`config.mk`:
```
export PLATFORM = sky130hd
export DESIGN_NAME = stage2_control
export DESIGN_NICKNAME = d
export VERILOG_FILES = /design/src/rtl/stage2_control.sv
export SDC_FILE = /design/constraint.sdc
export NUM_CORES = 1
export LEC_CHECK = 0
export CORE_ASPECT_RATIO = 1.25
export CORE_MARGIN = 2
export CORE_UTILIZATION = 30
export DETAILED_ROUTE_END_ITERATION = 12
export GPL_TIMING_DRIVEN = 0
export HOLD_SLACK_MARGIN = 0.03
export PLACE_DENSITY = 0.85
export SLEW_MARGIN = 20
export SYNTH_ARGS = -nofsm -noshare
export SYNTH_HDL_FRONTEND = slang
export SYNTH_SLANG_ARGS = --single-unit
```
`constraint.sdc`:
```
create_clock -name clk -period 1.4 [get_ports clk]
set_clock_uncertainty 0.05 [all_clocks]
set_input_delay 0.28 -clock clk [delete_from_list [all_inputs] [get_ports clk]]
set_output_delay 0.28 -clock clk [all_outputs]
set_load 0.05 [all_outputs]
```
`src/rtl/stage2_control.sv`:
```
// Moore sequencing controller for the fetch stage and register-file/ALU datapath.
// One instruction per pass through fetch, decode and execute. HALT holds until reset.
module stage2_control #(
  parameter int data_width = 16
) (
  input  logic                  clk,
  input  logic                  reset,
  input  logic [data_width-1:0] ir,
  output logic                  loadpc,
  output logic                  loadir,
  output logic                  msel,
  output logic                  mwrite,
  output logic [2:0]            readnum,
  output logic [2:0]            writenum,
  output logic                  write,
  output logic                  loada,
  output logic                  loadb,
  output logic                  loadc,
  output logic                  loads,
  output logic                  asel,
  output logic                  bsel,
  output logic [1:0]            vsel,
  output logic [1:0]            ALUop,
  output logic [1:0]            shift,
  output logic [data_width-1:0] sximm8,
  output logic [data_width-1:0] sximm5,
  output logic                  halt
);

  typedef enum logic [3:0] {
    S_RST, S_IF1, S_IF2, S_UPC, S_DEC, S_WR_IMM, S_GET_A, S_GET_B,
    S_EXEC, S_WR_C, S_ADDR, S_MEM_RD, S_WR_MEM, S_MEM_WR, S_HALT
  } state_t;

  state_t r_state;
  state_t w_next;

  logic [2:0] w_opcode;
  logic [1:0] w_op;
  logic [2:0] w_rn;
  logic [2:0] w_rd;
  logic [1:0] w_sh;
  logic [2:0] w_rm;
  logic       w_is_mov_imm;
  logic       w_is_mov_reg;
  logic       w_is_alu;
  logic       w_is_mvn;
  logic       w_is_cmp;
  logic       w_is_ldr;
  logic       w_is_str;
  logic       w_is_halt;

  assign w_opcode = ir[15:13];
  assign w_op     = ir[12:11];
  assign w_rn     = ir[10:8];
  assign w_rd     = ir[7:5];
  assign w_sh     = ir[4:3];
  assign w_rm     = ir[2:0];

  assign w_is_mov_imm = (w_opcode == 3'b110) && (w_op == 2'b10);
  assign w_is_mov_reg = (w_opcode == 3'b110) && (w_op == 2'b00);
  assign w_is_alu     = (w_opcode == 3'b101);
  assign w_is_mvn     = w_is_alu && (w_op == 2'b11);
  assign w_is_cmp     = w_is_alu && (w_op == 2'b01);
  assign w_is_ldr     = (w_opcode == 3'b011) && (w_op == 2'b00);
  assign w_is_str     = (w_opcode == 3'b100) && (w_op == 2'b00);
  assign w_is_halt    = (w_opcode == 3'b111);

  assign sximm8 = {{(data_width-8){ir[7]}}, ir[7:0]};
  assign sximm5 = {{(data_width-5){ir[4]}}, ir[4:0]};

  always_ff @(posedge clk or posedge reset) begin
    if (reset) r_state <= S_RST;
    else       r_state <= w_next;
  end

  always_comb begin
    w_next = S_RST;
    case (r_state)
      S_RST:    w_next = S_IF1;
      S_IF1:    w_next = S_IF2;
      S_IF2:    w_next = S_UPC;
      S_UPC:    w_next = S_DEC;
      S_DEC: begin
        if (w_is_mov_imm)                   w_next = S_WR_IMM;
        else if (w_is_mov_reg || w_is_mvn)  w_next = S_GET_B;
        else if (w_is_alu || w_is_ldr || w_is_str) w_next = S_GET_A;
        else if (w_is_halt)                 w_next = S_HALT;
        else                                w_next = S_IF1;
      end
      S_WR_IMM: w_next = S_IF1;
      S_GET_A:  w_next = (w_is_ldr || w_is_str) ? S_ADDR : S_GET_B;
      // STR computes the address first, then fetches the store data into B.
      S_ADDR:   w_next = w_is_str ? S_GET_B : S_MEM_RD;
      S_GET_B:  w_next = w_is_str ? S_MEM_WR : S_EXEC;
      S_EXEC:   w_next = w_is_cmp ? S_IF1 : S_WR_C;
      S_WR_C:   w_next = S_IF1;
      S_MEM_RD: w_next = S_WR_MEM;
      S_WR_MEM: w_next = S_IF1;
      S_MEM_WR: w_next = S_IF1;
      S_HALT:   w_next = S_HALT;
      default:  w_next = S_RST;
    endcase
  end

  always_comb begin
    loadpc   = 1'b0;
    loadir   = 1'b0;
    msel     = 1'b0;
    mwrite   = 1'b0;
    readnum  = 3'd0;
    writenum = 3'd0;
    write    = 1'b0;
    loada    = 1'b0;
    loadb    = 1'b0;
    loadc    = 1'b0;
    loads    = 1'b0;
    asel     = 1'b0;
    bsel     = 1'b0;
    vsel     = 2'b00;
    ALUop    = 2'b00;
    shift    = 2'b00;
    halt     = 1'b0;
    case (r_state)
      S_IF2:    loadir = 1'b1;
      S_UPC:    loadpc = 1'b1;
      S_WR_IMM: begin
        writenum = w_rn;
        vsel     = 2'b01;
        write    = 1'b1;
      end
      S_GET_A: begin
        readnum = w_rn;
        loada   = 1'b1;
      end
      S_GET_B: begin
        readnum = w_is_str ? w_rd : w_rm;
        loadb   = 1'b1;
      end
      S_EXEC: begin
        shift = w_sh;
        ALUop = w_is_mov_reg ? 2'b00 : w_op;
        asel  = w_is_mov_reg || w_is_mvn;
        loads = w_is_cmp;
        loadc = !w_is_cmp;
      end
      S_WR_C: begin
        writenum = w_rd;
        write    = 1'b1;
      end
      S_ADDR: begin
        bsel  = 1'b1;
        loadc = 1'b1;
      end
      S_MEM_RD: msel = 1'b1;
      S_WR_MEM: begin
        msel     = 1'b1;
        vsel     = 2'b10;
        writenum = w_rd;
        write    = 1'b1;
      end
      S_MEM_WR: begin
        msel   = 1'b1;
        mwrite = 1'b1;
      end
      S_HALT:   halt = 1'b1;
      default: ;
    endcase
  end

endmodule

```
[Word-level counts from Yosys, hierarchy flattened]
Index checks and enable logic that the tools add are counted.
Storage, ports and cells
  bits in registers: 4
  input port bits: 18
  output and inout port bits: 56
  word-level logic and storage cells: 68
Cells by class
  equality and inequality tests: 22
  muxes and demuxes: 28
  reduce and logical (&&, ||, !) cells: 17
Operators by type and width (number)
  $pmux W4 S11: 1
  $eq A4 B4 Y1 const B: 7
  $mux W4: 7
  $eq A4 B3 Y1 const B: 4
  $eq A3 B3 Y1 const B: 4
  $pmux W3 S2: 2
  $mux W1: 11
  $eq A4 B2 Y1 const B: 2
  $logic_and A1 B1 Y1: 6
  $mux W2: 3
  $mux W3: 2
  $reduce_or A3 Y1: 2
  $reduce_or A5 Y1: 1
  $eq A2 B2 Y1 const B: 2
  $eq A4 B1 Y1 const B: 1
  $logic_not A4 Y1: 1
  $logic_or A1 B1 Y1: 4
  $pmux W2 S2: 1
  $eq A3 B2 Y1 const B: 1
  $eq A2 B1 Y1 const B: 1
  $logic_not A2 Y1: 1
  $pmux W1 S2: 1
  $reduce_or A2 Y1: 1
  $logic_not A1 Y1: 1

[Logic depth before layout (Yosys ltp)]
  depth in word-level cells: 8
  depth in mapped cells: 5
  depth with buffers taken out: 4

[Least setup slack after synthesis]
Ideal clock, no wire load.
  kind: input-to-output
  from: input ir[14]
  to: output readnum[0]
  data arrival time: 2.041 ns
  data required time: 1.070 ns
  setup slack: -0.971 ns
  stages on the path: 5
  buffers on the path: 1
  cell sequence: buf_2 nor3_1 nand2_1 mux2i_1 o21ai_0
On the way
  word-level cells in the longest chain between the ends: 4
RTL lines
  start: declaration: line 8  | input logic [data_width-1:0] ir,
  $eq A3 B3 Y1: line 66  | assign w_is_str = (w_opcode == 3'b100) && (w_op == 2'b00);
  $logic_and A1 B1 Y1: line 66
  $mux W3: line 137  | readnum = w_is_str ? w_rd : w_rm;
  $pmux W3 S2: line 124  | case (r_state)
  end: declaration: line 13  | output logic [2:0] readnum,
Every way passes these cells.

[Final worst setup path]
  from: register r_state[3]
  to: output write
On the way
  word-level cells in the longest chain between the ends: 3
  elaborated cells on any way between the ends: 5
  classes of those cells: eq/ne: 3; mux: 1; reduce/logical: 1
RTL lines
  start: declaration: line 35  | state_t r_state;
  start signal: assignment: line 74  | else r_state <= w_next;
  $eq A4 B4 Y1 or $eq A4 B3 Y1 (tied branches): line 124
  $reduce_or A3 Y1 (no line) (*)
  $mux W1 (*): line 124
  end: declaration: line 15  | output logic write,
Every way passes the cells marked *; elsewhere a longest branch is shown, timed or not.

==> run summary <==
Drt drc: 0
Placed Cells: 249
Initial drt markers: 66
Finished Layout Cells: 296
Width of the die: 54.3 microns
Mapped Area: 948 sq um
Top_reg_cell synth: dfrtp_1
Vias per cell: 5.50
Number of diodes: 0
Initial antenna violation count: 0
Number of fill cells: 132
Nets: 279
Initial Util: 31.9%
Buffers on Ports: 73
Final worst setup slack: -0.664 ns
Critical Path Source Type: flip-flop
Arrival @ worst endpoint: 1.73 ns
Max-slew headroom: 67.6%
Ys Warns: 0
Synth Net Count: 158
Site Rows: 22
H-tree Lvls: 1
Tot GR Track Use: 30.6%
Die Y-Extent: 66.9 microns
Max cap viols: 0
Regs by FF count: r_state x4
Total gr overflow: 0
Vias after detailed routing: 1627
DP HPWL: 2830 microns
Cts hold-fix bufs: 0
Area added between synthesis and finish: 175%
Commonest cells after routing, fill and taps aside: buf_4 (60), buf_6 (35), buf_2 (24)
Maximum operating frequency: 485 MHz
Global-route wire length before repair: 7930 microns
Crit path capture type: output pin
Finished Cell Area: 2600 sq um
Area after DPL: 2040 sq um
Tightest Hold Check Type: in2async
Drt pass-1 iters: 4
Final wirelength: 6100 microns
Final core utilization: 87.6%
Syn_area_per_cell: 6.77 sq um
Asr flop ratio synth: 100%
Final setup violation count: 28
Clock Latency Late Sink: 0.26 ns
Die area: 3630 sq um
Commonest non-fill, non-tap cell in the layout: buf_4
Critical path start-end classification: reg2out
CTS Buf Count: 3
Clock sink count: 4
Power Dens Cells: 1450 nW/um^2
Max reg flops: 4
Largest net degree at the start of global routing: 15
Fin Setup TNS: -12.43 ns
CTS tree: done
RSZ-0062 raised after global routing: true
Min cycle time layout: 2.06 ns
Worst Path Max Fanout: 4
Gp weighted congestion: 0.877
LEAKAGE: 0.00120 uW
Max clock buf depth: 2
Worst-Margin Slew: 0.473 ns
Routed Antenna Nets: 0
Fin. Hold Viols: 0
Post-synth EDFFs: 0
Status: complete, but fails checks
Final max-slew violation count: 0
Sequential-to-total area share from yosys stat: 10.6%
Peak VDD IR: 1500 uV
Failing checks: negative setup slack
Root buf cell: clkbuf_4
Vias in the first global route: 1591
Core area: 2970 sq um
Final Cycle Share: 147%
Critical path required time: 1.07 ns
Clk slew on worst S/H paths: 0.06 ns
Fraction of layout cells with a size suffix above 1: 79.2%
Post-Synthesis Cells: 140
Mean routed wirelength per cell: 20.6 microns
Largest Register: r_state
Register bit total from synthesis: 4
Total Power: 3780 uW
Post-synthesis cell type count: 37
IO Count: 74
==> metal layers <==
layer  GRT usage (%)  up-vias  routed length [microns]
met5               0        -                        0
met4            22.5        0                      469
met3            9.64       46                      504
met2            50.9      131                     2990
met1            30.9      748                     2140
li1                -      702                        -
==> Yosys cell counts, types with 2 or more instances <==
cell type,instances,area [sq um]
and2_1,5,31.3
a21oi_1,3,15.0
and3_1,2,12.5
mux2i_1,4,40.0
buf_2,3,15.0
inv_1,5,18.8
dfrtp_1,4,100
a22oi_1,4,30.0
nand2_1,13,48.8
o211ai_1,2,15.0
nor2_1,10,37.5
buf_4,32,240
nor2b_1,5,31.3
clkbuf_1,4,15.0
nor3_1,6,30.0
o21ai_0,10,50.1
a22o_1,3,26.3
nand2b_1,4,25.0
nand3_1,3,15.0
==> power by group <==
part	internal, uW	total [uW]	switching, uW	leakage (uW)
Sequential	173	247	73.9	0.0000454
Clock	110	199	89.3	0.0000150
Combinational	1540	3340	1800	0.00114
Total	1820	3780	1970	0.00120
==> cells by family after synthesis <==
logic type      count (synthesis)  share of synthesized area, %
mux                             4                          4.22
compound gates                 31                          22.7
simple gates                   57                          32.1
flops                           4                          10.6
buf+inv                        44                          30.5
==> layout make-up <==
| cell class | instances | area [sq um] | share of cell area [%] |
|---|---|---|---|
| well taps | 36 | 45.0 | 1.73 |
| clock buffers | 4 | 26.3 | 1.01 |
| multi-input cells | 92 | 951 | 36.5 |
| repair buffers | 116 | 1080 | 41.5 |
| plain buffers | 39 | 374 | 14.4 |
| flip-flops and latches | 4 | 105 | 4.04 |
| inverters | 5 | 21.3 | 0.817 |
==> per-stage QoR <==
step / setup slack (ns) / hold slack, ns
final: -0.664 / 0.200
after global routing: -0.696 / 0.217
after CTS: -0.514 / 0.170
after detailed placement: -1.37 / 0.436
after global placement: -1.34 / 0.416
after floorplan: -0.211 / -0.00412
==> worst max-delay path, stage by stage (launching register included) <==
cell and delay [ns]:
dfrtp_2 0.45, buf_6 0.14, buf_6 0.11, nor2b_4 0.16, buf_4 0.14, o21ai_2 0.09
a21oi_4 0.19, buf_6 0.18
==> final timing paths <==
path | cells past startpoint | from | endpoint | slack [ns]
min in group clk | 4 | ir[12] | r_state[1] | 0.75
hold reg to reg | 4 | r_state[2] | r_state[1] | 0.84
setup reg to reg | 9 | r_state[3] | r_state[0] | -0.48
max in group asynchronous | 2 | reset | r_state[3] | 0.90
hold / removal | 2 | reset | r_state[0] | 0.20
setup / recovery | 7 | r_state[3] | write | -0.66
==> repair_timing <==
action                                  CTS  global route
setup buffers                            33            13
gates resized for setup                 404            27
endpoints found under the setup margin   60            32
pin swaps                                19            15
(Power assumes the default switching activity.)
